File: src/rtl/para_encoder_seq_if.sv
// Handshake bundle between a request-vector producer and para_encoder_seq.
// Signals: in/enable/in_ready (load side), out/out_valid/out_ready/out_last (emit side),
//          zero_err (all-zero load indication).
interface para_encoder_seq_if #(
    parameter int in_width  = 4,
    parameter int out_width = 2
);
    logic [in_width-1:0]  in;
    logic                 enable;
    logic                 in_ready;
    logic [out_width-1:0] out;
    logic                 out_valid;
    logic                 out_ready;
    logic                 out_last;
    logic                 zero_err;

    // master: the environment that loads vectors and consumes indices
    modport master (
        output in, enable, out_ready,
        input  in_ready, out, out_valid, out_last, zero_err
    );

    // slave: the encoder itself
    modport slave (
        input  in, enable, out_ready,
        output in_ready, out, out_valid, out_last, zero_err
    );
endinterface

File: src/rtl/para_encoder_seq.sv
// Sequential priority encoder: loads a request vector, then emits the index of every
// set bit in ascending order, one per out_valid/out_ready handshake.
// Latency: first index valid the cycle after the load edge; one index per cycle when
// out_ready stays high. Backpressure: out/out_last/pend hold while out_ready is low;
// loads are refused (in_ready=0) until the last index has been taken.
// Ports: clk, rst_n (synchronous, active-low), bus (para_encoder_seq_if.slave).
module para_encoder_seq #(
    parameter int in_width  = 4,
    parameter int out_width = 2
) (
    input  logic               clk,
    input  logic               rst_n,
    para_encoder_seq_if.slave  bus
);

    // Reject impossible geometries at elaboration time.
    if (in_width < 2 || in_width > (1 << out_width)) begin : g_bad_params
        $error("para_encoder_seq: need 2 <= in_width <= 2**out_width");
    end

    localparam logic [in_width-1:0] ONE = in_width'(1);

    typedef enum logic {
        IDLE = 1'b0,
        EMIT = 1'b1
    } state_t;

    state_t               state_q;
    logic [in_width-1:0]  pend_q;
    logic [out_width-1:0] out_q;
    logic                 out_last_q;
    logic                 zero_err_q;
    logic                 in_ready_q;
    logic                 out_valid_q;

    logic [in_width-1:0]  pend_d;

    // Index of the lowest set bit; 0 for an empty vector.
    function automatic logic [out_width-1:0] lowest_idx(input logic [in_width-1:0] v);
        logic [out_width-1:0] idx;
        idx = '0;
        for (int i = in_width - 1; i >= 0; i--) begin
            if (v[i]) begin
                idx = out_width'(i);
            end
        end
        return idx;
    endfunction

    // True when exactly one bit of v is set.
    function automatic logic single_bit(input logic [in_width-1:0] v);
        return (v != '0) && ((v & (v - ONE)) == '0);
    endfunction

    // Pending vector with the currently presented index retired.
    always_comb begin
        pend_d = pend_q & ~(ONE << out_q);
    end

    // Outputs for the next index are precomputed here so every output is a flop.
    always_ff @(posedge clk) begin
        if (!rst_n) begin
            state_q     <= IDLE;
            pend_q      <= '0;
            out_q       <= '0;
            out_last_q  <= 1'b0;
            zero_err_q  <= 1'b0;
            in_ready_q  <= 1'b1;
            out_valid_q <= 1'b0;
        end else begin
            zero_err_q <= 1'b0;
            case (state_q)
                IDLE: begin
                    if (bus.enable) begin
                        if (bus.in != '0) begin
                            pend_q      <= bus.in;
                            out_q       <= lowest_idx(bus.in);
                            out_last_q  <= single_bit(bus.in);
                            in_ready_q  <= 1'b0;
                            out_valid_q <= 1'b1;
                            state_q     <= EMIT;
                        end else begin
                            zero_err_q <= 1'b1;
                        end
                    end
                end
                EMIT: begin
                    // enable/in are deliberately not looked at here.
                    if (bus.out_ready) begin
                        pend_q <= pend_d;
                        if (out_last_q) begin
                            out_q       <= '0;
                            out_last_q  <= 1'b0;
                            in_ready_q  <= 1'b1;
                            out_valid_q <= 1'b0;
                            state_q     <= IDLE;
                        end else begin
                            out_q      <= lowest_idx(pend_d);
                            out_last_q <= single_bit(pend_d);
                        end
                    end
                end
                default: begin
                    state_q     <= IDLE;
                    pend_q      <= '0;
                    out_q       <= '0;
                    out_last_q  <= 1'b0;
                    in_ready_q  <= 1'b1;
                    out_valid_q <= 1'b0;
                end
            endcase
        end
    end

    assign bus.in_ready  = in_ready_q;
    assign bus.out_valid = out_valid_q;
    assign bus.out       = out_q;
    assign bus.out_last  = out_last_q;
    assign bus.zero_err  = zero_err_q;

endmodule

File: src/flat_wrapper.sv
// flat-port wrapper written by rule: the top's interface ports become plain ports
module para_encoder_seq_flat 
#(
    parameter int in_width  = 4,
    parameter int out_width = 2
)
  (clk, rst_n, bus_in, bus_enable, bus_out_ready, bus_in_ready, bus_out, bus_out_valid, bus_out_last, bus_zero_err);
  para_encoder_seq_if #(.in_width(in_width), .out_width(out_width)) bus_i ();
  input  logic clk;
  input  logic rst_n;
  input wire logic [$bits(bus_i.in)-1:0] bus_in;
  input wire logic [$bits(bus_i.enable)-1:0] bus_enable;
  input wire logic [$bits(bus_i.out_ready)-1:0] bus_out_ready;
  output wire logic [$bits(bus_i.in_ready)-1:0] bus_in_ready;
  output wire logic [$bits(bus_i.out)-1:0] bus_out;
  output wire logic [$bits(bus_i.out_valid)-1:0] bus_out_valid;
  output wire logic [$bits(bus_i.out_last)-1:0] bus_out_last;
  output wire logic [$bits(bus_i.zero_err)-1:0] bus_zero_err;
  assign bus_i.in = bus_in;
  assign bus_i.enable = bus_enable;
  assign bus_i.out_ready = bus_out_ready;
  assign bus_in_ready = bus_i.in_ready;
  assign bus_out = bus_i.out;
  assign bus_out_valid = bus_i.out_valid;
  assign bus_out_last = bus_i.out_last;
  assign bus_zero_err = bus_i.zero_err;
  para_encoder_seq #(.in_width(in_width), .out_width(out_width)) u_core (.clk(clk), .rst_n(rst_n), .bus(bus_i));
endmodule
File: config.mk
export PLATFORM = sky130hd
export DESIGN_NAME = para_encoder_seq_flat
export DESIGN_NICKNAME = d
export VERILOG_FILES = /design/src/rtl/para_encoder_seq_if.sv /design/src/rtl/para_encoder_seq.sv /design/src/flat_wrapper.sv
export SDC_FILE = /design/constraint.sdc
export NUM_CORES = 1
export LEC_CHECK = 0
export CAP_MARGIN = 40
export CORE_UTILIZATION = 35
export DETAILED_ROUTE_END_ITERATION = 12
export DONT_BUFFER_PORTS = 1
export PLACE_DENSITY = 0.55
export SLEW_MARGIN = 30
export SYNTH_ARGS = -nofsm -noshare
export SYNTH_HDL_FRONTEND = slang
export SYNTH_SLANG_ARGS = --single-unit
export TNS_END_PERCENT = 20
File: constraint.sdc
create_clock -name clk -period 3.12 [get_ports clk]
set_clock_uncertainty 0.1 [all_clocks]
set_input_delay 0.468 -clock clk [delete_from_list [all_inputs] [get_ports clk]]
set_output_delay 0.468 -clock clk [all_outputs]
set_load 0.01 [all_outputs]
==> flow_summary.ini, run 1 <==
[run_status]
status = finished clean

[sta]
rsz0062_at_grt = no
tightestPinTransition_ns = 0.610
hold_slack_ns = 0.174
slew_violations = 0
setup_viol = 0
max_freq_mhz = 587
post-route-period-util_pct = 54.6
maxSlewHeadroom_pct = 59.3
fin_crit_ns = 1.70
hold_viol_final = 0
finalSetupTns_ns = 0
worst_slack_ns = 1.42

[global_routing]
top_usage_layer = met1
grt.overflow.total = 0
grt_use_met3_pct = 4.07
use_met1_pct = 24.8
grt_max_degree = 15
grt_util_met2_pct = 22.4
grt_pass1_vias = 550
antenna_found_initial = 0
grt_usage_pct = 16.1
grt_first_pass_wirelength_um = 2620

[yosys]
ys_seq_area_share_pct = 29.6
synth_fa_ha_area_share_pct = 0
syn-num-nets = 101
ys_types = 34
syn-instance-count = 93
yosys_warnings = 0
avgSynthCellArea_um2 = 8.00
synth_top_family_by_area = compound AO/OA/AOI/OAI gates
synth-compound-area-share_pct = 31.6
synth-simple-area-share_pct = 30.3
synth-seq-cells = 11
synth_edf_count = 0
synth_top_area_share_pct = 29.6
synthTopCellsByArea = dfxtp_1 (30%), o21ai_0 (8.1%), nand2_1 (6.1%), nor2b_1 (5.0%), a21oi_1 (4.0%)
syn_area_um2 = 744
synth_xor_area_share_pct = 1.18
synth_flop_cell = dfxtp_1
async_flop_share_pct = 0
muxShareOfSynthArea_pct = 0
yosys.area.top_type = dfxtp_1

[final_layout]
final_nets = 99
syn2layout_area_growth_pct = 1.68
diodes = 0
final_util_pct = 38.2
fill_cells = 201
layout_common_cells = nand2_1 (12), o21ai_0 (12), dfxtp_1 (11)
drive_gt1_share_pct = 10.0

[critical_path]
worst-setup-path-type = reg2reg
timing.rr.end = u_core.bus.out_last
critPathLaunchType = register
r2r_cells = 5
r2r-start = u_core.bus.out[0]
crit_fanout = 14
worstSetupEndpointType = register
reg2reg_slack_ns = 1.42
cp.arrival_ns = 1.74
crit_required_ns = 3.16
cp-endpoint = u_core.bus.out_last
crit_start = u_core.bus.out[0]

[detailed_routing]
vias_per_cell = 5.50
drt_first_pass_iters = 4
ant_nets = 0
routedWlPerCell_um = 14.1
route.detailed.drc = 0
via_count = 643
wirelength_um = 1650
drtIter0Drc = 18

[placed_design]
dp_slack_ns = 1.43
port_buffers = 0
dp_hpwl_um = 1150
gp_congestion = 0.717

[power]
p_leak_nw = 0.270
powerDensity_nw_per_um2 = 461
vdd_ir_drop_max_v = 0.000203

[clocking]
numCtsBuffers = 3
cts_root_buffer = clkbuf_4
cts_buffer_depth = 2
post_cts_buffers = 0
clk_transition_reported_paths_ns = 0.07
cts_sinks = 11
hold_buffers = 0
post_cts_resized = 0
cts_tree = done
clock_latency_ns = 0.27
cts_max_level = 1

[die]
initial_utilization_pct = 37.6
io_pins = 14
die_h_um = 48.1
fp.dieW_um = 48.1
num_rows = 16
die-area_um2 = 2320
core-area_um2 = 1980

[hold_path]
hold_class = in2reg
holdPathStages = 1

[run]
cap_viol_max_count = 0
[layer usage]
| layer | wire, µm | vias to the layer above | share of wire, % |
|---|---|---|---|
| met4 | 9 | 0 | 0.55 |
| met1 | 843 | 282 | 51 |
| met2 | 700 | 22 | 42 |
| li1 | - | 337 | - |
| met5 | 0 | - | 0 |
| met3 | 97 | 2 | 5.9 |
[worst min-delay path by stage]
stage	startpoint	slack, ns	end
final	rst_n	0.17	u_core.bus.in_ready
after floorplan	u_core.bus.in_ready	0.41	u_core.bus.in_ready
after detailed placement	u_core.bus.in_ready	0.43	u_core.bus.in_ready
after global placement	u_core.bus.in_ready	0.43	u_core.bus.in_ready
after global routing	rst_n	0.19	u_core.bus.in_ready
after CTS	rst_n	0.17	u_core.bus.in_ready
[sequential cells by signal, summed over array words and instances, names as in the netlist]
name,flops
u_core.state_q,1
u_core.pend_q,4
u_core.bus.out_valid,1
u_core.bus.in_ready,1
u_core.bus.zero_err,1
u_core.bus.out_last,1
u_core.bus.out,2
[stage by stage]
| stage | power [mW] | cell area (µm²) | cells |
|---|---|---|---|
| after global routing | 0.370 | 757 | 117 |
| after global placement | 0.252 | 731 | 113 |
| after detailed placement | 0.253 | 731 | 113 |
| after floorplan | 0.245 | 744 | 93 |
| after CTS | 0.351 | 757 | 117 |
| final | 0.349 | 757 | 117 |
[cells by family after synthesis]
| kind of cell | Yosys count |
|---|---|
| AOI/OAI and AO/OA | 34 |
| buffers and inverters | 9 |
| DFF | 11 |
| and+or+nand+nor | 38 |
| xor gates and xnor gates | 1 |
[Yosys cell counts (all sizes together), types with 2 or more instances]
master / instances
a22o: 2
inv: 2
buf: 5
a21oi: 6
nand2b: 4
clkbuf: 2
nand2: 12
o21ai: 13
a22oi: 4
nor2b: 7
a31oi: 2
dfxtp: 11
nor2: 3
nand3: 5
[power by group]
group / internal [mW] / switching (mW) / total, mW
logic: 0.0350 / 0.0319 / 0.0669
registers: 0.152 / 0.0310 / 0.183
clock network: 0.0494 / 0.0493 / 0.0988
[area by class of cell]
class                      instances  area (µm²)  area share, %
clock buffer                       4        26.3           3.47
inverter                           2        7.51          0.992
multi-input combinational         73         469           62.0
sequential                        11         220           29.1
tap                               27        33.8           4.46
[critical path: stages, from the launching register on]
cell and delay (ns):
dfxtp_1 0.71, nor2b_2 0.12, a2111oi_4 0.30, o22ai_1 0.13, nand4_1 0.11, a31oi_1 0.09
No activity file was read; power rests on OpenSTA's default activity.
==> run 2: changes to the inputs <==
==> constraint.sdc (replaced) <==
create_clock -name clk -period 1.58 [get_ports clk]
set_clock_uncertainty 0.1 [all_clocks]
set_input_delay 0.237 -clock clk [delete_from_list [all_inputs] [get_ports clk]]
set_output_delay 0.237 -clock clk [all_outputs]
set_load 0.01 [all_outputs]
==> flow_summary.ini, run 2 (synthesis results as in run 1) <==
[critical_path]
worst-setup-path-type = reg2reg
crit_start = u_core.bus.out[0]
cp.arrival_ns = 1.52
critPathLaunchType = register
reg2reg_slack_ns = 0.11
crit_required_ns = 1.62
critPathSlowestCell = dfxtp_1
timing.rr.end = u_core.bus.out_last
worstSetupEndpointType = register
crit_fanout = 6
r2r-start = u_core.bus.out[0]
critical_path.max_stage_delay_ns = 0.38
crit_chain = buf_4, a2111oi_4, o22ai_1, nand4_1, a31oi_1
r2r_cells = 5

[global_routing]
grt_max_degree = 10
antenna_found_initial = 0
grt.overflow.total = 0
grt_usage_pct = 16.9
grt_pass1_vias = 622
grt_first_pass_wirelength_um = 2700

[clocking]
numCtsBuffers = 3
cts_root_buffer = clkbuf_4
cts_max_level = 1
cts_sinks = 11
clk_transition_reported_paths_ns = 0.07
clock_latency_ns = 0.27
cts_buffer_depth = 2
cts_tree = done

[final_layout]
diodes = 0
postLayoutCellArea_um2 = 827
multi_input_area_um2 = 469
final_util_pct = 41.7
largest_register_ff_count = 4
syn2layout_area_growth_pct = 11.1
final_nets = 108
drive_gt1_share_pct = 17.2
layout_common_cells = nand2_1 (12), o21ai_0 (12), dfxtp_1 (11)
fill_cells = 211
seq_area_um2 = 220
top_register = u_core.pend_q

[detailed_routing]
wirelength_um = 1750
vias_per_cell = 5.61
via_count = 707
routedWlPerCell_um = 13.9
route.detailed.drc = 0
ant_nets = 0
drtIter0Drc = 12
drt_first_pass_iters = 4

[die]
fp.dieW_um = 48.1
initial_utilization_pct = 37.6
core-area_um2 = 1980
die_h_um = 48.1
io_pins = 14
die-area_um2 = 2320
num_rows = 16

[power]
sw_frac_of_total_pct = 31.9
power.switching_mw = 0.230
p_leak_nw = 0.316
vdd_ir_drop_max_v = 0.000458
powerDensity_nw_per_um2 = 871
pwr-share-clk_pct = 27.1
comb_power_share_pct = 24.9
finalPower_mw = 0.721
p_seq_share_pct = 47.9
power.internal_mw = 0.491

[sta]
maxSlewHeadroom_pct = 75.0
slew_violations = 0
hold_slack_ns = 0.000845
max_freq_mhz = 680
tightestPinTransition_ns = 0.374
post-route-period-util_pct = 93.1
hold_viol_final = 0
setup_viol = 0
fin_crit_ns = 1.47
rsz0062_at_grt = no
finalSetupTns_ns = 0

[placed_design]
gp_congestion = 0.739
placed_cell_area_um2 = 791
port_buffers = 0
dp_hpwl_um = 1240

[run_status]
status = finished clean

[hold_path]
whs_endpoint = u_core.pend_q[1]
hold_class = in2reg
holdPathStages = 1
worstHoldStart = rst_n

[run]
cap_viol_max_count = 0
-- run 2: cell types whose count changed in the layout (fill, tap and decap cells not counted), sizes merged --
cell	before	now
dlygate4sd3	0	1
buf	0	8
-- run 2: worst max path at each step --
stage,endpoint,slack (ns)
global route,u_core.pend_q[0],0.01
floorplan,u_core.bus.out_last,0.18
detailed placement,u_core.bus.out_last,0.13
CTS,u_core.bus.out_last,0.11
global placement,u_core.bus.out_last,0.16
finish,u_core.bus.out_last,0.11
-- run 2: critical path: cells and delay by family (launching register included) --
kind,cells,cell delay [ns]
AOI/OAI and AO/OA,3,0.56
buffers and inverters,1,0.19
DFF,1,0.38
and+or+nand+nor,1,0.11
-- run 2: power groups by stage --
stage                     logic, mW  registers (mW)  clock network, mW
after detailed placement      0.173           0.351                  0
after global placement        0.174           0.350                  0
after global routing          0.201           0.350              0.212
final                         0.180           0.345              0.196
after floorplan               0.155           0.330                  0
after CTS                     0.179           0.344              0.201
-- run 2: layer usage --
layer / up-vias / share of wire (%) / global-route usage, %
met2: 15 / 42 / 24.1
met1: 332 / 52 / 24.2
met4: 0 / 2.4 / 7.78
li1: 353 / - / -
met5: - / 0 / 0
met3: 7 / 4.1 / 3.70
-- run 2: cell type report --
type | count | area share, %
repair buffers | 9 | 8.47
flip-flops and latches | 11 | 26.6
well taps | 27 | 4.08
inverters | 2 | 0.908
clock buffers | 4 | 3.18
multi-input cells | 73 | 56.7
-- run 2: through the flow --
step	setup WS (ns)	instances
after floorplan	0.179	93
after global placement	0.163	121
after detailed placement	0.132	121
after CTS	0.109	126
after global routing	0.0113	126
final	0.109	126
-- run 2: timing repair --
| action | CTS | global route |
|---|---|---|
| resized for setup | 0 | 0 |
| endpoints found under the hold margin | 6 | 0 |
| hold buffers | 1 | 0 |
| setup buffers | 0 | 0 |
==> run 3: changes to the inputs <==
--- a/config.mk
+++ b/config.mk
@@ -6,10 +6,10 @@
 export NUM_CORES = 1
 export LEC_CHECK = 0
 export CAP_MARGIN = 40
-export CORE_UTILIZATION = 35
+export CORE_UTILIZATION = 45
 export DETAILED_ROUTE_END_ITERATION = 12
 export DONT_BUFFER_PORTS = 1
-export PLACE_DENSITY = 0.55
+export PLACE_DENSITY = 0.66
 export SLEW_MARGIN = 30
 export SYNTH_ARGS = -nofsm -noshare
 export SYNTH_HDL_FRONTEND = slang
==> constraint.sdc (replaced) <==
create_clock -name clk -period 1.58 [get_ports clk]
set_clock_uncertainty 0.1 [all_clocks]
set_input_delay 0.237 -clock clk [delete_from_list [all_inputs] [get_ports clk]]
set_output_delay 0.237 -clock clk [all_outputs]
set_load 0.005 [all_outputs]
==> flow_summary.ini, run 3 (synthesis results as in run 1) <==
[run_status]
status = finished clean

[critical_path]
critPathSlowestCell = dfxtp_1
critical_path.max_stage_delay_ns = 0.51
worstSetupEndpointType = register
worst-setup-path-type = reg2reg
reg2reg_slack_ns = 0.14
crit_fanout = 8
critPathTopFamily = flip-flops
critPathLaunchType = register
cp_num_buf_inv = 0
timing.rr.end = u_core.bus.out[0]
crit_required_ns = 1.63
r2r_cells = 5
cp.arrival_ns = 1.49
crit_chain = nand2b_1, o21ai_0, a22o_1, a31oi_1, a21oi_1
r2r-start = u_core.bus.out[0]

[hold_path]
whs_endpoint = u_core.pend_q[2]
holdPathStages = 2
hold_class = in2reg
worstHoldStart = bus_in[2]

[sta]
hold_slack_ns = 0.0518
finalSetupTns_ns = 0
max_freq_mhz = 693
maxSlewHeadroom_pct = 74.9
hold_viol_final = 0
rsz0062_at_grt = no
setup_viol = 0
worst_slack_ns = 0.136
post-route-period-util_pct = 91.4
fin_crit_ns = 1.44
tightestPinTransition_ns = 0.377
slew_violations = 0

[clocking]
post_cts_buffers = 0
numCtsBuffers = 3
clk_transition_reported_paths_ns = 0.06
cts_buffer_depth = 2
cts_tree = done
cts_max_level = 1
cts_sinks = 11
clock_latency_ns = 0.27
cts_root_buffer = clkbuf_4

[die]
num_rows = 14
io_pins = 14
initial_utilization_pct = 48.9
die_h_um = 42.7
core-area_um2 = 1520
fp.dieW_um = 42.7
die-area_um2 = 1820

[detailed_routing]
wirelength_um = 1590
drt_first_pass_iters = 4
routedWlPerCell_um = 13.8
drtIter0Drc = 18
route.detailed.drc = 0
via_count = 672
vias_per_cell = 5.84
ant_nets = 0

[power]
p_leak_nw = 0.316
vdd_ir_drop_max_v = 0.000455
finalPower_mw = 0.709
powerDensity_nw_per_um2 = 870

[final_layout]
fill_cells = 143
final_util_pct = 53.4
top_register = u_core.pend_q
seq_area_um2 = 221
largest_register_ff_count = 4
diodes = 0
postLayoutCellArea_um2 = 815
layout_common_cells = nand2_1 (12), o21ai_0 (12), dfxtp_1 (10)
multi_input_area_um2 = 469
syn2layout_area_growth_pct = 9.41
instances_no_fill = 115
final_nets = 108
drive_gt1_share_pct = 18.2

[placed_design]
dp_hpwl_um = 1170
dp_slack_ns = 0.146
port_buffers = 0
post-place-cells = 110
placed_cell_area_um2 = 777
gp_congestion = 0.899

[global_routing]
antenna_found_initial = 0
grt.overflow.total = 0
grt_max_degree = 11
grt_usage_pct = 20.8
grt_first_pass_wirelength_um = 2780
grt_pass1_vias = 620

[run]
cap_viol_max_count = 0
==> run 3: cell types whose count changed in the layout (fill, tap and decap cells not counted) <==
cell and delta:
dfxtp_1 -1, dfxtp_2 +1
==> run 3: worst max-delay path by stage <==
stage,start,end,slack [ns],depth (start not counted)
2_1_floorplan,u_core.bus.out[1],u_core.bus.out_last,0.21,5
6_report,u_core.bus.out[0],u_core.bus.out[0],0.14,5
5_1_grt,u_core.bus.out[0],u_core.bus.out_last,0.008,5
3_5_place_dp,u_core.bus.out[0],u_core.bus.out[0],0.15,5
3_3_place_gp,u_core.pend_q[3],u_core.bus.out_last,0.15,5
4_1_cts,u_core.bus.out[0],u_core.bus.out[0],0.14,5
==> run 3: layout make-up <==
cell class                 count  share of cell area, %
tap                           16                   2.46
clock buffer                   4                   3.23
inverter                       2                  0.922
timing repair buffer           9                   8.60
multi-input combinational     73                   57.6
sequential                    11                   27.2
==> run 3: timing repair <==
| action | CTS | global route |
|---|---|---|
| resized for setup | 0 | 1 |
| hold buffers | 1 | 0 |
| hold endpoints to repair | 10 | 0 |
| setup endpoints to repair | 0 | 1 |
==> run 3: where the power goes <==
group          switching, mW  total [mW]  internal (mW)
logic                 0.0810       0.174         0.0933
clock network         0.0933       0.191         0.0981
registers             0.0422       0.343          0.301
total                  0.217       0.709          0.492
==> run 3: worst register-to-register path, delay by kind of cell, from the launching register on <==
kind,cells,cell delay (ns)
DFF,1,0.51
AOI/OAI and AO/OA,4,0.50
and+or+nand+nor,1,0.22
==> run 3: layer usage <==
metal  part of all wire (%)  GRT usage [%]  vias up
li1                       -              -      352
met1                     47           27.5      294
met2                     44           27.9       22
met3                    7.5           10.6        4
met4                    1.3           9.38        0
met5                      0              0        -
